==> src/rtl/data_mem_arbiter.sv <==
// ----------------------------------------------------------------------------
// data_mem_arbiter
//
// Shares the single data_memory port between the CPU data port (requester 0)
// and the DMA / test-loader port (requester 1). Only one transaction is in
// flight at a time. Contention is resolved round-robin by default.
//
// Build option:
//   DATA_MEM_ARB_CPU_PRIORITY_EN  - when defined, the CPU always wins
//                                   contention. The DMA port is only served
//                                   in IDLE cycles with no CPU request.
//
// Ports:
//   clk, reset          rising-edge clock, asynchronous active-high reset
//   clk_enable          low: every register holds its value
//   cpu_*               requester 0 (waitrequest / readdatavalid handshake)
//   dma_*               requester 1, same handshake as cpu_*
//   data_address/read/write/writedata   registered strobes to data_memory
//   data_readdata       from data_memory, valid the cycle after data_read
//
// Handshake timing, from a request seen in IDLE at cycle N:
//   N+1  ISSUE : memory strobe high, owner's waitrequest low (acceptance)
//   N+2  RDWAIT: read data passed through to the owner with readdatavalid
// A write occupies the port for 2 cycles and a read for 3 cycles.
// ----------------------------------------------------------------------------
module data_mem_arbiter #(
    parameter int ADDR_WIDTH = 32,
    parameter int DATA_WIDTH = 32
) (
    input  logic                  clk,
    input  logic                  reset,
    input  logic                  clk_enable,

    input  logic [ADDR_WIDTH-1:0] cpu_address,
    input  logic                  cpu_read,
    input  logic                  cpu_write,
    input  logic [DATA_WIDTH-1:0] cpu_writedata,
    output logic                  cpu_waitrequest,
    output logic [DATA_WIDTH-1:0] cpu_readdata,
    output logic                  cpu_readdatavalid,

    input  logic [ADDR_WIDTH-1:0] dma_address,
    input  logic                  dma_read,
    input  logic                  dma_write,
    input  logic [DATA_WIDTH-1:0] dma_writedata,
    output logic                  dma_waitrequest,
    output logic [DATA_WIDTH-1:0] dma_readdata,
    output logic                  dma_readdatavalid,

    output logic [ADDR_WIDTH-1:0] data_address,
    output logic                  data_read,
    output logic                  data_write,
    output logic [DATA_WIDTH-1:0] data_writedata,
    input  logic [DATA_WIDTH-1:0] data_readdata
);

    // state     | meaning
    // ----------+-----------------------------------------------------------
    // ST_IDLE   | strobes low; pick a winner among pending requests
    // ST_ISSUE  | one strobe high with latched values; owner is accepted
    // ST_RDWAIT | strobes low; memory read data passed through to owner
    typedef enum logic [1:0] {
        ST_IDLE   = 2'd0,
        ST_ISSUE  = 2'd1,
        ST_RDWAIT = 2'd2
    } state_t;

    state_t state;
    state_t state_nxt;

    // owner: 0 = CPU, 1 = DMA
    logic owner;
    logic owner_nxt;

    logic [ADDR_WIDTH-1:0] address_nxt;
    logic [DATA_WIDTH-1:0] writedata_nxt;
    logic                  read_nxt;
    logic                  write_nxt;

    logic cpu_req;
    logic dma_req;
    logic winner;

    logic [ADDR_WIDTH-1:0] win_address;
    logic [DATA_WIDTH-1:0] win_writedata;
    logic                  win_read;
    logic                  win_write;

    logic in_issue;
    logic in_rdwait;

    assign cpu_req   = cpu_read | cpu_write;
    assign dma_req   = dma_read | dma_write;
    assign in_issue  = (state == ST_ISSUE);
    assign in_rdwait = (state == ST_RDWAIT);

    // ------------------------------------------------------------------
    // Arbitration
    // ------------------------------------------------------------------
`ifdef DATA_MEM_ARB_CPU_PRIORITY_EN
    // Fixed priority: the DMA only wins when the CPU is not asking.
    assign winner = ~cpu_req;
`else
    // Round-robin: on contention the requester that did not win last time
    // is granted. last_grant resets to DMA so the CPU wins first contention.
    logic last_grant;

    assign winner = (cpu_req & dma_req) ? ~last_grant : dma_req;

    always_ff @(posedge clk or posedge reset) begin
        if (reset) begin
            last_grant <= 1'b1;
        end else if (clk_enable) begin
            if ((state == ST_IDLE) && (cpu_req | dma_req)) begin
                last_grant <= winner;
            end
        end
    end
`endif

    // Winner's request; a simultaneous read+write is treated as a write.
    always_comb begin
        win_address   = cpu_address;
        win_writedata = cpu_writedata;
        win_write     = cpu_write;
        win_read      = cpu_read & ~cpu_write;
        if (winner) begin
            win_address   = dma_address;
            win_writedata = dma_writedata;
            win_write     = dma_write;
            win_read      = dma_read & ~dma_write;
        end
    end

    // ------------------------------------------------------------------
    // FSM next state and registered memory-side outputs
    // ------------------------------------------------------------------
    always_comb begin
        state_nxt     = state;
        owner_nxt     = owner;
        address_nxt   = data_address;
        writedata_nxt = data_writedata;
        read_nxt      = 1'b0;
        write_nxt     = 1'b0;

        case (state)
            ST_IDLE: begin
                if (cpu_req | dma_req) begin
                    owner_nxt     = winner;
                    address_nxt   = win_address;
                    writedata_nxt = win_writedata;
                    read_nxt      = win_read;
                    write_nxt     = win_write;
                    state_nxt     = ST_ISSUE;
                end
            end
            ST_ISSUE: begin
                // The latched op is still visible on the strobe outputs.
                state_nxt = data_write ? ST_IDLE : ST_RDWAIT;
            end
            ST_RDWAIT: begin
                state_nxt = ST_IDLE;
            end
            default: begin
                state_nxt = ST_IDLE;
            end
        endcase
    end

    always_ff @(posedge clk or posedge reset) begin
        if (reset) begin
            state          <= ST_IDLE;
            owner          <= 1'b0;
            data_address   <= '0;
            data_writedata <= '0;
            data_read      <= 1'b0;
            data_write     <= 1'b0;
        end else if (clk_enable) begin
            state          <= state_nxt;
            owner          <= owner_nxt;
            data_address   <= address_nxt;
            data_writedata <= writedata_nxt;
            data_read      <= read_nxt;
            data_write     <= write_nxt;
        end
    end

    // ------------------------------------------------------------------
    // Requester-side outputs (combinational)
    // ------------------------------------------------------------------
    // A request is held off in every cycle except the owner's ISSUE cycle.
    assign cpu_waitrequest = cpu_req & ~(in_issue & ~owner);
    assign dma_waitrequest = dma_req & ~(in_issue &  owner);

    // Read data is steered to the owner only; the other port sees zero.
    assign cpu_readdatavalid = in_rdwait & ~owner;
    assign dma_readdatavalid = in_rdwait &  owner;
    assign cpu_readdata      = cpu_readdatavalid ? data_readdata : '0;
    assign dma_readdata      = dma_readdatavalid ? data_readdata : '0;

endmodule

==> config.mk <==
export PLATFORM = sky130hd
export DESIGN_NAME = data_mem_arbiter
export DESIGN_NICKNAME = d
export VERILOG_FILES = /design/src/rtl/data_mem_arbiter.sv
export SDC_FILE = /design/constraint.sdc
export NUM_CORES = 1
export LEC_CHECK = 0
export ABC_CLOCK_PERIOD_IN_PS = 2400
export CAP_MARGIN = 15
export CELL_PAD_IN_SITES_DETAIL_PLACEMENT = 1
export CELL_PAD_IN_SITES_GLOBAL_PLACEMENT = 2
export CORE_MARGIN = 3
export CORE_UTILIZATION = 16
export CTS_CLUSTER_SIZE = 24
export DETAILED_ROUTE_END_ITERATION = 8
export PLACE_DENSITY_LB_ADDON = 0.1
export SLEW_MARGIN = 0
export SYNTH_ARGS = -nofsm -noshare
export SYNTH_HDL_FRONTEND = slang
export SYNTH_SLANG_ARGS = --single-unit
==> constraint.sdc <==
create_clock -name clk -period 2.4 [get_ports clk]
set_clock_uncertainty 0.15 [all_clocks]
set_input_delay 0.24 -clock clk [delete_from_list [all_inputs] [get_ports clk]]
set_output_delay 0.24 -clock clk [all_outputs]
set_load 0.1 [all_outputs]
==> summary.log, run 1 <==
[route] routed vias 4399
[worst_setup_path] capture instance of the worst register-to-register path data_address[29]
[clock_network] total number of clock tree sinks 70
[sta] setup repair after global routing missed its margin no
[power_and_ir_drop] pwr/cell area 1600 mW/mm²
[grt] vias in the first global route 4740
[route] Routed wire per std cell 18.0 µm
[sta] number of endpoints failing setup at the final stage 0
[floorplan] number of primary I/O pins 301
[final_layout] Area growth syn-to-layout 114%
[grt] layer carrying the most global-route usage met2
[clock_network] Clk pin slew, worst setup/hold paths 0.06 ns
[logic_synthesis] number of register bits inferred by synthesis 70
[logic_synthesis] Mapped Nets 621
[floorplan] die area 0.0251 mm²
[worst_setup_path] Reg2Reg Setup Slack 0.54 ns
[route] DRC errors left 0
[worst_setup_path] largest fanout of any net on the critical path 33
[sta] final period demand of the worst path 2.19 ns
[final_layout] most common cell after layout, fill and taps aside sky130_fd_sc_hd__clkdlybuf4s50_1
[power_and_ir_drop] leakage power of the design 0.00332 µW
[grt] antenna violations before repair 1
[clock_network] post-cts resize count 0
[clock_network] number of levels the H-tree was split into 3
[clock_network] CTS tree done
[logic_synthesis] count of flip-flops with a built-in enable after synthesis 0
[final_layout] leading cell types in the layout, fill and taps excluded sky130_fd_sc_hd__clkdlybuf4s50_1 (166), sky130_fd_sc_hd__a21oi_1 (121), sky130_fd_sc_hd__buf_4 (74), sky130_fd_sc_hd__buf_12 (73), sky130_fd_sc_hd__dfrtp_1 (69)
[worst_setup_path] worst reg-to-reg path cell count 5
[route] Via-to-Cell Ratio 4.25
[sta] final count of pins violating max slew 0
[floorplan] area of the core 0.0227 mm²
[placed_design] dpl hpwl 14.3 mm
[sta] transition time at the pin with the least slew margin 0.556 ns
[sta] relative slew slack 63.0%
[sta] post-route clock period utilization 91.3%
[final_layout] share of the core filled with cells in the final layout 35.0%
[route] 1st-iter DRT viols 161
[clock_network] CTS buffer count 9
[power_and_ir_drop] largest vdd supply drop 0.757 mV
[grt] wire length of the first global-routing pass 27.3 mm
[worst_setup_path] Critical R2R Launch state[0]
[outcome] status finished, final reports clean
[clock_network] insertion delay of the later-clocked pin in the worst-skew pair 0.33 ns
[final_layout] share of final-layout standard cells stronger than drive strength 1 26.4%
[floorplan] initial cell density of the core 16.3%
[route] Post-DRT Antenna Nets 0
[grt] met3 Use GR 2.99%
[floorplan] die span in x 158 µm
[placed_design] Final Wtd Congestion 0.843
[sta] Final Hold Violating Endpoints 0
[clock_network] hold-fix buffers at CTS 0
[logic_synthesis] Post-Synthesis Cell Area 0.00371 mm²
[final_layout] NumNets Final 912
[logic_synthesis] sequential cell area fraction in the yosys report 47.2%
[logic_synthesis] share of flip-flops with an asynchronous set or reset after synthesis 100%
[route] count of TritonRoute iterations in the first routing pass 4
[clock_network] number of buffers between clock root and the deepest sink 2
[run] Maximum Capacitance Violations 0
[logic_synthesis] Most used DFF post-synth sky130_fd_sc_hd__dfrtp_1
[clock_network] clk root buf sky130_fd_sc_hd__clkbuf_16
[logic_synthesis] average cell area after synthesis 8.17 µm²
[grt] fraction of met1 tracks used by global routing 16.9%
[route] detailed-route wire length 18.6 mm
[worst_setup_path] critical path endpoint category output port
[worst_setup_path] worst endpoint required time 2.01 ns
[logic_synthesis] Post-Synthesis Cells 454
[worst_setup_path] data arrival at the endpoint of the critical path 1.80 ns
[grt] pin count of the biggest net entering global routing 41
[worst_setup_path] critical path class reg -> out
[sta] Highest Clock Rate 456 MHz
[placed_design] Port Buf Inserts 300
[clock_network] post-CTS repair timing setup buffer count 0
[floorplan] number of placement rows 55
[logic_synthesis] number of distinct library cell variants in the gate-level netlist after synthesis 26
[sta] Post-Route Setup TNS 0 ns
[logic_synthesis] Synth warnings 0
[grt] overall fraction of global-route tracks in use 14.2%
[floorplan] die height 158 µm
[min_path] worst min-delay path class in -> async
[grt] global routing usage on met2 25.1%
[grt] GR Overflow Total 0
[worst_setup_path] startpoint class of the critical path register
Yosys cell counts (2+ instances only):
master | instances | area share (%)
sky130_fd_sc_hd__dfrtp_1 | 69 | 47
sky130_fd_sc_hd__nor2_1 | 68 | 6.9
sky130_fd_sc_hd__clkbuf_1 | 17 | 1.7
sky130_fd_sc_hd__nand2_1 | 65 | 6.6
sky130_fd_sc_hd__nand2b_1 | 2 | 0.34
sky130_fd_sc_hd__buf_2 | 8 | 1.1
sky130_fd_sc_hd__inv_1 | 5 | 0.51
sky130_fd_sc_hd__a31oi_1 | 2 | 0.34
sky130_fd_sc_hd__o21ai_0 | 2 | 0.27
sky130_fd_sc_hd__buf_6 | 7 | 2.1
sky130_fd_sc_hd__and2_1 | 64 | 11
sky130_fd_sc_hd__a21oi_2 | 9 | 2.1
sky130_fd_sc_hd__a21oi_1 | 121 | 16
sky130_fd_sc_hd__a22o_1 | 3 | 0.71
worst max-delay path by stage:
stage               start               end  cells past startpoint
6_report         state[0]  dma_readdata[11]                      5
5_1_grt          state[0]  dma_readdata[11]                      5
4_1_cts          state[0]  dma_readdata[11]                      5
3_5_place_dp   clk_enable   data_address[9]                      6
3_3_place_gp   clk_enable  data_address[29]                      6
2_1_floorplan    state[1]  cpu_readdata[22]                      4
sequential cells by signal (all words and copies together), names as in the netlist:
| register | flops |
|---|---|
| data_address | 32 |
| data_read | 1 |
| data_write | 1 |
| data_writedata | 32 |
| last_grant | 1 |
| owner | 1 |
| state | 2 |
through the flow:
stage / setup WS [ns] / area, µm² / total power (µW) / instances / hold slack (ns)
after detailed placement: 0.139 / 7610 / 11300 / 1019 / 0.337
after global routing: 0.104 / 7940 / 13300 / 1034 / 0.209
final: 0.208 / 7940 / 12700 / 1035 / 0.178
after CTS: 0.154 / 7940 / 12900 / 1034 / 0.188
after floorplan: 0.0434 / 3740 / 8660 / 454 / 0.186
after global placement: 0.159 / 7610 / 11200 / 1019 / 0.330
metal layers:
metal / routed length [µm] / up-vias
met5: 7 / -
met3: 1210 / 23
met4: 356 / 2
met2: 9490 / 191
met1: 7520 / 2114
li1: - / 2069
worst max-delay path, stage by stage (launching register included):
cell and delay, ns:
sky130_fd_sc_hd__dfrtp_1 0.46, sky130_fd_sc_hd__inv_1 0.10, sky130_fd_sc_hd__and3_1 0.15, sky130_fd_sc_hd__buf_4 0.29, sky130_fd_sc_hd__and2_1 0.26, sky130_fd_sc_hd__buf_12 0.19
where the power goes:
group / internal, µW / leakage, µW / switching (µW)
registers: 1760 / 0.000784 / 379
clock network: 957 / 0.000161 / 518
logic: 2210 / 0.00237 / 6830
logic make-up (layout without fill, tap and decap cells):
logic type             after synthesis  after routing  synth area share [%]
buffers and inverters               38            333                  5.63
DFF                                 70             70                  47.2
and+or+nand+nor                    203            203                  25.6
AOI/OAI and AO/OA                  143            143                  21.6
other                                0              1                     0
cell type report:
| cell class | count | area, µm² |
|---|---|---|
| Clock buffer | 11 | 253 |
| Antenna cell | 1 | 2.50 |
| Sequential cell | 70 | 1750 |
| Inverter | 5 | 18.8 |
| Tap cell | 285 | 357 |
| Timing Repair Buffer | 313 | 3680 |
| Clock inverter | 4 | 70.1 |
| Fill cell | 2614 | 14800 |
| Multi-Input combinational cell | 346 | 1810 |
(Power assumes the default switching activity.)
==> run 2, diff against run 1 <==
--- a/config.mk
+++ b/config.mk
@@ -6,7 +6,7 @@
 export NUM_CORES = 1
 export LEC_CHECK = 0
 export ABC_CLOCK_PERIOD_IN_PS = 2400
-export CAP_MARGIN = 15
+export CAP_MARGIN = 20
 export CELL_PAD_IN_SITES_DETAIL_PLACEMENT = 1
 export CELL_PAD_IN_SITES_GLOBAL_PLACEMENT = 2
 export CORE_MARGIN = 3
==> results of run 2 <==
Final layout, timing and power as in run 1 (identical DEF).
==> RTL change 1: new RTL, config.mk and constraints of run 2 <==
The parameter `DATA_WIDTH` goes from 32 to 16.
--- a/src/rtl/data_mem_arbiter.sv
+++ b/src/rtl/data_mem_arbiter.sv
@@ -25,7 +25,7 @@
 // ----------------------------------------------------------------------------
 module data_mem_arbiter #(
     parameter int ADDR_WIDTH = 32,
-    parameter int DATA_WIDTH = 32
+    parameter int DATA_WIDTH = 16
 ) (
     input  logic                  clk,
     input  logic                  reset,
Interface: changed (6 resized); port bits go from 301 to 205. No check against the original RTL was run, so the function may have changed too.
==> RTL change 1 against run 2 <==
Combinational power fell by 27%. Utilization fell by 0.67 points. Sequential cell count fell by 16. Power fell by 28%. Global-route usage fell by 0.68 points. First-iteration DRC count fell by 43%. Final cell count fell by 32%. Highest routed layer is now met4. Largest power group unchanged. Area after synthesis fell by 27%. Design area fell by 30%. Routed wire length fell by 32%. Hold slack got worse by 22 ps. Worst setup slack got worse by 30 ps.
==> RTL change 1: results <==
group,metric,value,unit
route,highest_layer,"met4",
grt,grt_antenna_before_repair,0,
finish,antenna_cells,0,
logic_synthesis,ys_async_sr_fraction,1.00,
worst_setup_path,cpPeakStageDelay,530,ps
placed_design,globalplace.congestion,0.701,
route,met2_length,6.02,mm
pwr,ir_worst_vdd,1.09,mV
logic_synthesis,ys_top_cells_by_area,"dfrtp_1 (49%), a2bb2oi_1 (16%), a21oi_1 (9.3%), and2_1 (7.4%), nand2_1 (6.8%)",
pwr,p_leak,2.34,nW
route,wl_per_cell,18.0,µm
finish,final_cells,703,
sta,hold_ws,156,ps
worst_setup_path,cpLargestDelayFamily,"simple AND/OR/NAND/NOR gates",
sta,worst_slew_pin_slew,594,ps
worst_setup_path,cp_slowest_cell,"and3_1",
grt,use_met3,0.0529,
logic_synthesis,ys_top_cells_by_count,"dfrtp_1 (53), a21oi_1 (50), nand2_1 (49)",
grt,grt_pass1_wl,19.4,mm
route,met1_length,5.30,mm
route,vias,2983,
placed_design,dpl.hpwl,9.39,mm
cts,clockRootBuffer,"clkbuf_16",
grt,grt_use_total,0.135,
logic_synthesis,synth_fp_nets,403,
worst_setup_path,path_max_fanout,17,
cts,post-cts-setup-buffers,0,
cts,clock_latency,300,ps
grt,gr-usage-met2,0.221,
sta,min_period_over_period,0.926,
placed_design,dp.cells,695,
grt,use_met1,0.169,
logic_synthesis,yosysSeqAreaShare,0.501,
cts,cts_made_buffers,5,
placed_design,port_buffers,204,
finish,final_nets,605,
worst_setup_path,cp.arrival,1830,ps
finish,final_cell_area,0.00555,mm²
worst_setup_path,rrSetupSlack,600,ps
cts,cts.repair.resized,0,
grt,grt_max_degree,55,
route,met3_length,1.19,mm
cts,clk_pin_slew,80,ps
finish,drive_gt1_frac,0.277,
logic_synthesis,synth.distinct_cells,25,
finish,top_regs,"data_address x32, data_writedata x16, state x2",
cts,htreeDepth,2,
sta,maxSlewViolCount,0,
pwr,p_int,3.63,mW
placed_design,place_ws,225,ps
grt,grt_pass1_vias,3242,
status,status,"finished, final reports clean",
placed_design,place_area,0.00537,mm²
route,drt_iter0_drc,91,
logic_synthesis,synth_cells,284,
finish,fill_cells,1801,
[RTL change 1: cell count changes in the layout (fill, tap and decap cells not counted), sizes merged, moves of 2 or more]
cell | run 2 | this run
a21oi | 130 | 50
nor2 | 68 | 2
a2bb2oi | 0 | 48
clkdlybuf4s50 | 166 | 118
buf | 147 | 101
and2 | 64 | 32
dfrtp | 69 | 53
nand2 | 65 | 49
clkbuf | 11 | 5
inv | 5 | 8
clkinv | 2 | 0
[RTL change 1: kinds of logic after synthesis]
logic type	count (synthesis)	synth area share
buffers and inverters	31	0.0505
and+or+nand+nor	89	0.161
DFF	54	0.501
AOI/OAI and AO/OA	110	0.287
[RTL change 1: final timing paths]
kind	depth (start not counted)	to	startpoint
setup / recovery	4	dma_readdata[15]	state[0]$_DFFE_PP0P_
hold / removal	3	data_writedata[9]$_DFFE_PP0P_	reset
setup reg to reg	5	data_address[27]$_DFFE_PP0P_	state[0]$_DFFE_PP0P_
hold reg to reg	1	data_write$_DFFE_PP0P_	data_write$_DFFE_PP0P_
max in group asynchronous	3	last_grant$_DFFE_PP1P_	reset
min in group clk	3	data_writedata[12]$_DFFE_PP0P_	cpu_writedata[12]
[RTL change 1: power groups by stage]
| stage | clock network [mW] | logic [mW] | registers [mW] |
|---|---|---|---|
| floorplan | 0 | 1.79 | 4.61 |
| global placement | 0 | 6.59 | 1.67 |
| detailed placement | 0 | 6.66 | 1.66 |
| CTS | 0.939 | 6.65 | 1.66 |
| global route | 0.972 | 6.81 | 1.72 |
| finish | 0.893 | 6.57 | 1.65 |
[RTL change 1: area by class of cell]
cell class | count | share of cell area
Clock buffer | 5 | 0.0226
Multi-Input combinational cell | 199 | 0.227
Inverter | 7 | 0.00474
Tap cell | 216 | 0.0487
Timing Repair Buffer | 219 | 0.444
Clock inverter | 3 | 0.00880
Sequential cell | 54 | 0.244
==> RTL change 2: new RTL, config.mk and constraints of run 2 <==
Made on the original files. Encoding of `state_t`: now one-hot (3 bits for 3 states).
--- a/src/rtl/data_mem_arbiter.sv
+++ b/src/rtl/data_mem_arbiter.sv
@@ -59,10 +59,10 @@
     // ST_IDLE   | strobes low; pick a winner among pending requests
     // ST_ISSUE  | one strobe high with latched values; owner is accepted
     // ST_RDWAIT | strobes low; memory read data passed through to owner
-    typedef enum logic [1:0] {
-        ST_IDLE   = 2'd0,
-        ST_ISSUE  = 2'd1,
-        ST_RDWAIT = 2'd2
+    typedef enum logic [2:0] {
+        ST_IDLE   = 3'b001,
+        ST_ISSUE  = 3'b010,
+        ST_RDWAIT = 3'b100
     } state_t;
 
     state_t state;
Behaviour: same outputs for any inputs over 4 cycles, from zero or initial values and one cycle with reset high; so few cycles prove little.
==> RTL change 2 against run 2 <==
Design area increased by 1.3%. Global-route usage fell by 1.6 points. Routed wire length fell by 14%. Worst setup slack got worse by 20 ps. Combinational power is 21% lower. Highest routed layer is now met4. Sequential cell count grew 1. Die area increased by 1.2%. Power is 15% lower. Area after synthesis up 1.3%. Via count down 13%.
==> RTL change 2: results <==
group,metric,value,unit
logic_synthesis,ys_top_cells_by_area,"dfrtp_1 (46%), mux2i_1 (17%), and2_1 (11%), o21ai_0 (8.7%), nand2_1 (6.8%)",
worst_setup_path,cp.arrival,1820,ps
pwr,netSwitchingPower,6.32,mW
finish,drive_gt1_frac,0.271,
sta,maxSlewHeadroom,0.714,
logic_synthesis,yosysSeqAreaShare,0.473,
grt,grt_antenna_before_repair,0,
route,ant_nets,0,
cts,hold_buffers,0,
placed_design,dp.cells,984,
cts,clockRootBuffer,"clkbuf_16",
worst_setup_path,path_max_fanout,33,
worst_setup_path,cpPeakStageDelay,440,ps
worst_setup_path,cp_slowest_cell,"dfrtp_1",
cts,post-cts-setup-buffers,0,
cts,clock_latency,330,ps
logic_synthesis,synth.distinct_cells,30,
logic_synthesis,syn_area,0.00376,mm²
sta,tns,0,ps
route,drt_iter0_drc,143,
logic_synthesis,synth_fp_nets,557,
grt,grt_use_total,0.127,
placed_design,globalplace.congestion,0.717,
finish,final_nets,849,
worst_setup_path,cpLargestDelayFamily,"buffers and inverters",
cts,clock_path_buffers,2,
worst_hold_path,hold_class,"primary input to asynchronous set/reset pin",
pwr,p_leak,3.56,nW
grt,grt_pass1_vias,4251,
finish,final_cells,1000,
logic_synthesis,ys_top_cells_by_count,"dfrtp_1 (69), nand2_1 (68), o21ai_0 (65)",
status,status,"finished, final reports clean",
finish,antenna_cells,0,
placed_design,dpl.hpwl,12.9,mm
placed_design,port_buffers,300,
route,first_pass_iters,3,
logic_synthesis,ys_warn_count,0,
logic_synthesis,synth_cells,390,
cts,clk_pin_slew,70,ps
worst_setup_path,crit_start,"state[1]$_DFFE_PP0P_",
finish,top_regs,"data_address x32, data_writedata x32, state x3",
grt,grt_pass1_wl,25.3,mm
logic_synthesis,ys_async_sr_fraction,1.00,
cts,cts_made_buffers,9,
worst_setup_path,rr_startpoint,"last_grant$_DFFE_PP1P_",
grt,grt_max_degree,72,
route,vias,3848,
pwr,ir_worst_vdd,0.745,mV
route,wl,16.0,mm
==> RTL change 2: final timing paths <==
check	cells past startpoint	slack (ps)	end
setup / recovery	4	190	cpu_readdata[12]
hold / removal	3	150	data_address[15]$_DFFE_PP0P_
setup reg to reg	5	580	data_address[15]$_DFFE_PP0P_
hold reg to reg	2	330	data_writedata[2]$_DFFE_PP0P_
max in group asynchronous	3	1610	state[0]$_DFFE_PP1P_
min in group clk	2	330	data_writedata[2]$_DFFE_PP0P_
==> RTL change 2: routing by layer <==
| layer | vias to the layer above | part of all wire | global-route usage |
|---|---|---|---|
| met4 | 0 | 0.0095 | 0.0294 |
| met5 | - | 0 | 0 |
| met3 | 10 | 0.082 | 0.0479 |
| li1 | 1891 | - | - |
| met2 | 178 | 0.50 | 0.217 |
| met1 | 1769 | 0.41 | 0.151 |
==> RTL change 2: layout make-up <==
| type | count | area, µm² |
|---|---|---|
| fill | 2547 | 14800 |
| timing repair buffer | 309 | 3680 |
| multi-input combinational | 284 | 1840 |
| sequential | 71 | 1780 |
| tap | 313 | 392 |
| clock buffer | 10 | 239 |
| clock inverter | 6 | 91.3 |
| inverter | 7 | 27.5 |
==> RTL change 2: power groups by stage <==
stage | registers, mW | clock network (mW) | logic, mW
6_report | 2.13 | 1.49 | 7.12
3_5_place_dp | 2.16 | 0 | 7.23
4_1_cts | 2.15 | 1.55 | 7.23
3_3_place_gp | 2.14 | 0 | 7.16
5_1_grt | 2.22 | 1.60 | 7.48
2_1_floorplan | 5.86 | 0 | 1.56
==> RTL change 2: worst reg2reg max path: cells and delay by family (launching register included) <==
family                 cells  cell delay, ps
flip-flops                 1             570
multiplexers               1             360
AO/OA/AOI/OAI              2             260
buffers and inverters      1             250
AND/OR/NAND/NOR            1             140
==> RTL change 2: cells by family after synthesis <==
group | count (synthesis) | share of synthesized area
AND/OR/NAND/NOR | 142 | 0.194
AO/OA/AOI/OAI | 78 | 0.113
flip-flops | 71 | 0.473
multiplexers | 64 | 0.170
buffers and inverters | 35 | 0.0496
==> RTL change 2: repair_timing <==
| action | CTS | global route |
|---|---|---|
| setup endpoints to repair | 0 | 4 |
| hold endpoints to repair | 0 | 0 |
| gates resized for setup | 0 | 1 |
==> RTL change 2: per-stage QoR <==
step	instance area, µm²	setup WS, ps	utilization	hold slack, ps
floorplan	3790	50.9	-	182
global placement	7710	238	0.337	314
detailed placement	7710	166	0.337	321
CTS	8040	105	0.352	169
global route	8040	66.9	0.352	198
finish	8040	188	0.352	151
